**src/rtl/mat_mul_pkg.sv**
```systemverilog
// Shared constants and types for the 8x8 matrix-multiply unit and its operand loader.
package mat_mul_pkg;

  localparam int W_IN  = 8;
  localparam int N     = 8;
  localparam int W_OUT = 2 * W_IN + $clog2(N);

  typedef logic signed [W_IN-1:0] elem_t;
  typedef elem_t [N-1:0]          row_t;
  typedef row_t  [N-1:0]          mat_t;

  typedef enum logic {
    LOAD_A,
    LOAD_B
  } loader_state_e;

endpackage

```
**src/rtl/mat_mul_loader.sv**
```systemverilog
// Operand loader: assembles N rows of A then N rows of B from a valid/ready stream,
// publishes both matrices with a one-cycle valid pulse. MAT_LOADER_TRANSPOSE_B_EN: B beats are columns.
module mat_mul_loader
  import mat_mul_pkg::*;
#(
  parameter int W_IN = mat_mul_pkg::W_IN,
  parameter int N    = mat_mul_pkg::N
) (
  input  logic                                clk,
  input  logic                                rstn,
  input  logic                                cen,
  input  logic                                s_valid,
  output logic                                s_ready,
  input  logic [N*W_IN-1:0]                   s_data,
  input  logic                                s_last,
  output logic                                valid_out,
  output logic [N-1:0][N-1:0][W_IN-1:0]       matrix_1,
  output logic [N-1:0][N-1:0][W_IN-1:0]       matrix_2,
  output logic                                err,
  input  logic                                err_clr
);

  localparam int CW = (N > 1) ? $clog2(N) : 1;

  loader_state_e                  state_q, state_d;
  logic [CW-1:0]                  row_cnt_q, row_cnt_d;
  logic                           ready_q, ready_d;
  logic                           valid_q, valid_d;
  logic                           err_q, err_d;
  logic [N-1:0][N-1:0][W_IN-1:0]  stage_a_q, stage_a_d;
  logic [N-1:0][N-1:0][W_IN-1:0]  stage_b_q, stage_b_d;
  logic [N-1:0][N-1:0][W_IN-1:0]  mat1_q, mat1_d;
  logic [N-1:0][N-1:0][W_IN-1:0]  mat2_q, mat2_d;

  logic [N-1:0][W_IN-1:0]         row;
  logic                           accept;
  logic                           last_row;

  for (genvar j = 0; j < N; j++) begin : g_unpack
    assign row[j] = s_data[j*W_IN +: W_IN];
  end

  assign s_ready   = ready_q & cen;
  assign valid_out = valid_q & cen;
  assign err       = err_q;
  assign matrix_1  = mat1_q;
  assign matrix_2  = mat2_q;

  assign accept   = s_valid & s_ready;
  assign last_row = (state_q == LOAD_B) && (row_cnt_q == CW'(N - 1));

  always_comb begin
    state_d   = state_q;
    row_cnt_d = row_cnt_q;
    ready_d   = ready_q;
    valid_d   = valid_q;
    err_d     = err_q;
    stage_a_d = stage_a_q;
    stage_b_d = stage_b_q;
    mat1_d    = mat1_q;
    mat2_d    = mat2_q;

    if (cen) begin
      ready_d = 1'b1;
      valid_d = 1'b0;
      if (err_clr) err_d = 1'b0;

      if (accept) begin
        // Framing error: s_last must appear exactly on the final B row; the beat is dropped.
        if (s_last != last_row) begin
          err_d     = 1'b1;
          state_d   = LOAD_A;
          row_cnt_d = '0;
        end else begin
          if (state_q == LOAD_A) begin
            stage_a_d[row_cnt_q] = row;
          end else begin
`ifdef MAT_LOADER_TRANSPOSE_B_EN
            for (int unsigned j = 0; j < N; j++) begin
              stage_b_d[j][row_cnt_q] = row[j];
            end
`else
            stage_b_d[row_cnt_q] = row;
`endif
          end

          if (row_cnt_q == CW'(N - 1)) begin
            row_cnt_d = '0;
            state_d   = (state_q == LOAD_A) ? LOAD_B : LOAD_A;
          end else begin
            row_cnt_d = row_cnt_q + 1'b1;
          end

          // Copy uses the _d staging so the final B row lands in the same edge.
          if (last_row) begin
            mat1_d  = stage_a_d;
            mat2_d  = stage_b_d;
            valid_d = 1'b1;
          end
        end
      end
    end
  end

  always_ff @(posedge clk or negedge rstn) begin
    if (!rstn) begin
      state_q   <= LOAD_A;
      row_cnt_q <= '0;
      ready_q   <= 1'b0;
      valid_q   <= 1'b0;
      err_q     <= 1'b0;
      stage_a_q <= '0;
      stage_b_q <= '0;
      mat1_q    <= '0;
      mat2_q    <= '0;
    end else begin
      state_q   <= state_d;
      row_cnt_q <= row_cnt_d;
      ready_q   <= ready_d;
      valid_q   <= valid_d;
      err_q     <= err_d;
      stage_a_q <= stage_a_d;
      stage_b_q <= stage_b_d;
      mat1_q    <= mat1_d;
      mat2_q    <= mat2_d;
    end
  end

endmodule

```
**config.mk**
```make
export PLATFORM = sky130hd
export DESIGN_NAME = mat_mul_loader
export DESIGN_NICKNAME = d
export VERILOG_FILES = /design/src/rtl/mat_mul_pkg.sv /design/src/rtl/mat_mul_loader.sv
export SDC_FILE = /design/constraint.sdc
export NUM_CORES = 2
export LEC_CHECK = 0
export BUFFER_PORTS_ARGS = -buffer_cell sky130_fd_sc_hd__buf_4
export CELL_PAD_IN_SITES_DETAIL_PLACEMENT = 1
export CELL_PAD_IN_SITES_GLOBAL_PLACEMENT = 2
export CORE_ASPECT_RATIO = 1.1
export CORE_MARGIN = 2
export CORE_UTILIZATION = 45
export CTS_CLUSTER_SIZE = 20
export DETAILED_ROUTE_END_ITERATION = 7
export PLACE_DENSITY_LB_ADDON = 0.1
export SLEW_MARGIN = 15
export SYNTH_ARGS = -nofsm -noshare
export SYNTH_HDL_FRONTEND = slang
export SYNTH_SLANG_ARGS = --single-unit
```
**constraint.sdc**
```tcl
create_clock -name clk -period 4.4 [get_ports clk]
set_input_delay 0.44 -clock clk [delete_from_list [all_inputs] [get_ports clk]]
set_output_delay 0.44 -clock clk [all_outputs]
set_load 0.01 [all_outputs]
```
== Word level (Yosys, flattened, before mapping) ==
Cells that the tools add are included.
Word-level totals
  flip-flop bits (word level): 2055
  input bits: 70
  logic and storage cells: 294
Operators by class
  $add $sub $neg: 1
  $lt $le $gt $ge: 2
  equal/unequal tests: 2
  mux-type cells: 17
  bitwise gates (word level): 4
  reduce and logical (&&, ||, !) cells: 7
Operator list (number)
  bitwise mux 512 bit: 2
  2-to-1 mux 512 bit: 2
  demux 64 bit (select 3 bit): 1
  2-to-1 mux 64 bit: 1
  2-to-1 mux 1 bit: 9
  2-to-1 mux 3 bit: 2
  AND reduction 3 bit: 2
  < comparator 3 x 4 -> 1 bit, second input constant: 1
  AND reduction 4 bit: 1
  adder 3 x 1 -> 3 bit, second input constant: 1
  bitwise AND 1 bit: 3
  == test 3 bit, second input constant: 1
  >= comparator 3 x 1 -> 1 bit, second input constant: 1
  logical AND 1 bit: 2
  AND reduction 2 bit: 1
  nonzero test 2 bit: 1
  != test 1 bit: 1
  inverter 1 bit: 1

== Longest topological paths before layout ==
  depth after elaboration: 6
  depth in mapped cells: 11

== Worst setup path after synthesis ==
No wires, ideal clock.
  path type: reg2reg
  start: register row_cnt_q[1]
  end: register mat1_q (netlist bit matrix_1[296])
  library setup time: 0.125 ns
  arrival: 2.694 ns
  path slack: 1.582 ns
  cell stages (with the launch flop): 12
  path buffers: 4
  clock period less this slack: 2.818 ns
  cells stage by stage: dfrtp_1 -> ha_1 -> ha_1 -> and2_1 -> ha_1 -> and4b_1 -> and2_1 -> buf_2 -> buf_4 -> buf_4 -> buf_2 -> mux2_2
On the way
  word-level cells in the longest chain between the ends: 6
  elaborated cells on any way between the ends: 12
  those cells by class: order compare: 2; eq/ne: 2; mux: 4; bitwise: 1; reduce/logical: 3
Ends and longest elaborated chain
  from (decl): line mat_mul_loader.sv:26  | logic [CW-1:0] row_cnt_q, row_cnt_d;
  from (signal assigned): line mat_mul_loader.sv:118  | row_cnt_q <= row_cnt_d;
  < comparator 3 x 4 -> 1 bit (not written as such) or >= comparator 3 x 1 -> 1 bit (tied branches): line mat_mul_loader.sv:76  | stage_a_d[row_cnt_q] = row;
  logical AND 1 bit (not written as such): line mat_mul_loader.sv:76
  2-to-1 mux 64 bit (not written as such): line mat_mul_loader.sv:76
  demux 64 bit (select 3 bit): line mat_mul_loader.sv:76
  bitwise mux 512 bit: line mat_mul_loader.sv:76
  2-to-1 mux 512 bit: line mat_mul_loader.sv:75  | if (state_q == LOAD_A) begin
  to (signal assigned): line mat_mul_loader.sv:124  | mat1_q <= mat1_d;
  to (decl): line mat_mul_loader.sv:32  | logic [N-1:0][N-1:0][W_IN-1:0] mat1_q, mat1_d;
Parallel ways exist; a longest one is shown, timed or not.
A chain may end at the register's enable or synchronous reset.

== Final worst setup path ==
  start: register row_cnt_q[0]
  end: register mat1_q (netlist bit matrix_1[504])
Same word-level chain as after synthesis.

==> run summary <==
Status - finished clean
Post-route ant nets - 0
WL/cell - 30.96 um
Io pins - 1097
Synth unique cells - 31
Vias per inst - 5.575
Nets - 6706
Vias in the first global route - 56410
TritonCTS Buffers - 216
Seq pwr share - 48.2%
Site Rows - 171
Period utilisation layout - 83.57%
Skew final - 0.02769 ns
Slew @ Worst Pin - 1.097 ns
Port bufs - 1096
Mapped Cells - 5710
CP Data Required Time - 5.12 ns
Drt initial violations - 2974
Switching Fraction - 23.40%
Root Driver - clkbuf_16
Crit path buf inv count - 1
DRC - 0
CTS tree - done
Placer Congestion - 0.7893
Top delay family on crit path - adder cells
Fillcell total - 18600
Ranking of synthesized cells by area - dfrtp_1 (58%), mux2_2 (35%), mux2_1 (3.8%), buf_2 (1.7%), clkbuf_1 (0.59%)
Setup TNS - 0 ns
Initial Utilization - 45.18%
Area Growth Syn to Fin - 20.34%
Worst-Skew Late Latency - 0.86 ns
Clk sinks - 2055
H-tree levels - 4
Final instance area - 107000 um2
Largest net degree at the start of global routing - 142
Net Sw Power - 9.940 mW
Combinational power share - 8.4%
DRT Wirelength - 291.0 mm
CP max stage delay - 0.69 ns
Standby leakage power - 55.89 nW
Seq/Total Area, Yosys - 57.82%
Area after DPL - 99840 um2
Slew margin rel. - 26.90%
Arrival @ worst endpoint - 4.40 ns
Clock network fraction of total power - 43.4%
CP cell instances - ha_1 -> ha_1 -> and2_1 -> ha_1 -> and4b_1 -> and2_4 -> buf_4 -> mux2_2
Startpoint Class - flip-flop
Worst Path Max Fanout - 56
YS warnings - 0
CP dominant cell by count - ha_1
Fin crit period - 3.677 ns
Avg Cell Area, Syn - 15.58 um2
Via count - 52400
#FFs+latches synth - 2055
Hold Fails Final Rpt - 0
Die W - 427.9 um
Max IR drop VDD - 0.3609 mV
Fin. max-slew vios - 0
Worst path slowest cell - buf_4
Core Box Area - 196800 um2
RSZ-0062 raised after global routing - no
R2r setup slk - 0.72 ns
PnR Total Power - 42.48 mW
Crit. End Element - flip-flop
Overall Global Routing Usage - 28.79%
Worst hold-check path type - input pin to flip-flop
Antenna violations before repair - 7
Syn nets - 5783
P_int - 32.54 mW
Die area - 201200 um2
Fmax - 271.9 MHz
GRT overflow - 0
Synth top area share - 57.82%
Clock tree buffer depth - 3
Drt pass-1 iters - 5
Critical path class - flip-flop to flip-flop
Cell Pwr Density - 396.9 nW/um2
Ratio of cells with drive above 1 in the final layout - 64.06%
PostCTS Resize Cnt - 0
Final number of setup-violating endpoints - 0
Mapped Area - 88940 um2
First-pass GRT wire length - 423.0 mm
Max-capacitance violation count - 0
Dpl hpwl - 191.6 mm
Reg clk slew, reported paths - 0.06 ns
Die Ht - 470.3 um
Yosys top cell by area - dfrtp_1
## sequential cells by signal, summed over array words and instances, names as in the netlist
| register | count |
|---|---|
| state_q | 1 |
| stage_b_q | 512 |
| ready_q | 1 |
| matrix_1 | 512 |
| matrix_2 | 512 |
| err | 1 |
| row_cnt_q | 3 |
| valid_q | 1 |
| stage_a_q | 512 |
## final timing paths
kind                                            startpoint                          to  cells after the start
worst max-delay path              row_cnt_q[0]$_DFFE_PN0P_   matrix_1[504]$_DFFE_PN0P_                      8
worst min register to register  stage_a_q[345]$_DFFE_PN0P_  stage_a_q[345]$_DFFE_PN0P_                      1
worst min-delay path                            s_data[23]  stage_b_q[279]$_DFFE_PN0P_                      2
min in group asynchronous                             rstn    matrix_1[16]$_DFFE_PN0P_                      2
max in group asynchronous                             rstn   matrix_2[501]$_DFFE_PN0P_                      3
worst max register to register    row_cnt_q[0]$_DFFE_PN0P_   matrix_1[504]$_DFFE_PN0P_                      8
## cell type report
cell class | instances | area (um2) | share of cell area (%)
diodes | 7 | 17.52 | 0.01637
multi-input cells | 3131 | 35180 | 32.87
inverters | 1 | 3.754 | 0.003507
clock buffers | 337 | 6609 | 6.175
repair buffers | 1228 | 10040 | 9.381
flip-flops and latches | 2055 | 51420 | 48.05
clock inverters | 45 | 501.7 | 0.4688
well taps | 2595 | 3247 | 3.034
## worst reg2reg max path: stages, from the launching register on
cell,delay (ns)
dfrtp_1,0.61
ha_1,0.32
ha_1,0.22
and2_1,0.19
ha_1,0.37
and4b_1,0.32
and2_4,0.34
buf_4,0.70
mux2_2,0.49
## logic make-up after synthesis
kind of cell | synth area share, %
AO/OA/AOI/OAI | 0.04080
adder cells (fa/ha/maj) | 0.04221
flip-flops | 57.82
multiplexers | 38.90
buffers and inverters | 2.779
AND/OR/NAND/NOR | 0.4192
## power groups by stage
stage / logic (mW) / registers (mW) / clock network (mW)
after floorplan: 2.39 / 20.6 / 0
after global placement: 3.49 / 20.7 / 0
after detailed placement: 3.60 / 20.8 / 0
after CTS: 3.63 / 20.5 / 18.9
after global routing: 3.89 / 20.6 / 19.6
final: 3.56 / 20.5 / 18.4
## layer usage
metal  track usage (%)  share of wire (%)  up-vias
li1                  -                  -    22200
met2             46.28                 47     1322
met3             5.621                5.2      388
met4             11.94                4.5        2
met1             38.24                 43    28490
met5                 0             0.0027        -
## layout by cell type, fill, tap and decap left out, drive strengths merged
cell type    instances
nand3b               2
mux2              3072
nor4b                4
and4b                1
a32o                 1
or2                  1
ha                   3
nand3                1
a21o                 1
and3                 1
dfrtp             2055
dlygate4sd3          5
o21ai                2
and4bb               6
nand4                1
nor2                 6
buf               1223
inv                  8
clkbuf             337
nand4b               5
bufinv               9
clkinv              28
and2                 4
clkinvlp             1
nor4                 2
diode                7
a22o                 1
nand2               17
## through the flow
stage / std cells / utilization [%] / hold slack, ns / setup slack (ns)
floorplan: 5710 / - / 0.1444 / 1.582
global placement: 9005 / 50.72 / 0.4691 / 0.8213
detailed placement: 9005 / 50.72 / 0.4773 / 0.7816
CTS: 9392 / 54.36 / 0.03661 / 0.7504
global route: 9393 / 54.36 / 0.09022 / 0.5385
finish: 9399 / 54.37 / 0.09816 / 0.7228
## Yosys cell counts
cell,instances
mux2_2,2774
dfrtp_1,2055
buf_2,298
mux2_1,298
clkbuf_1,140
buf_1,64
buf_6,14
nand2_2,11
buf_4,7
nand2_1,6
nand4b_1,5
nor2_2,5
and2_1,4
and4bb_1,4
nor4b_1,4
ha_1,3
and4bb_2,2
nand3b_1,2
o21ai_0,2
a21o_1,1
a22o_1,1
a32o_1,1
and3_1,1
and4b_1,1
inv_1,1
nand3_1,1
nand4_1,1
nor2_1,1
nor4_1,1
nor4_2,1
or2_2,1
## repair_timing
action                                  4_1_cts  5_1_grt
hold buffers                                  5        0
buffers inserted                              0        0
endpoints found under the setup margin        0        0
hold endpoints to repair                     99        0
Power figures use the tool's default switching activity.
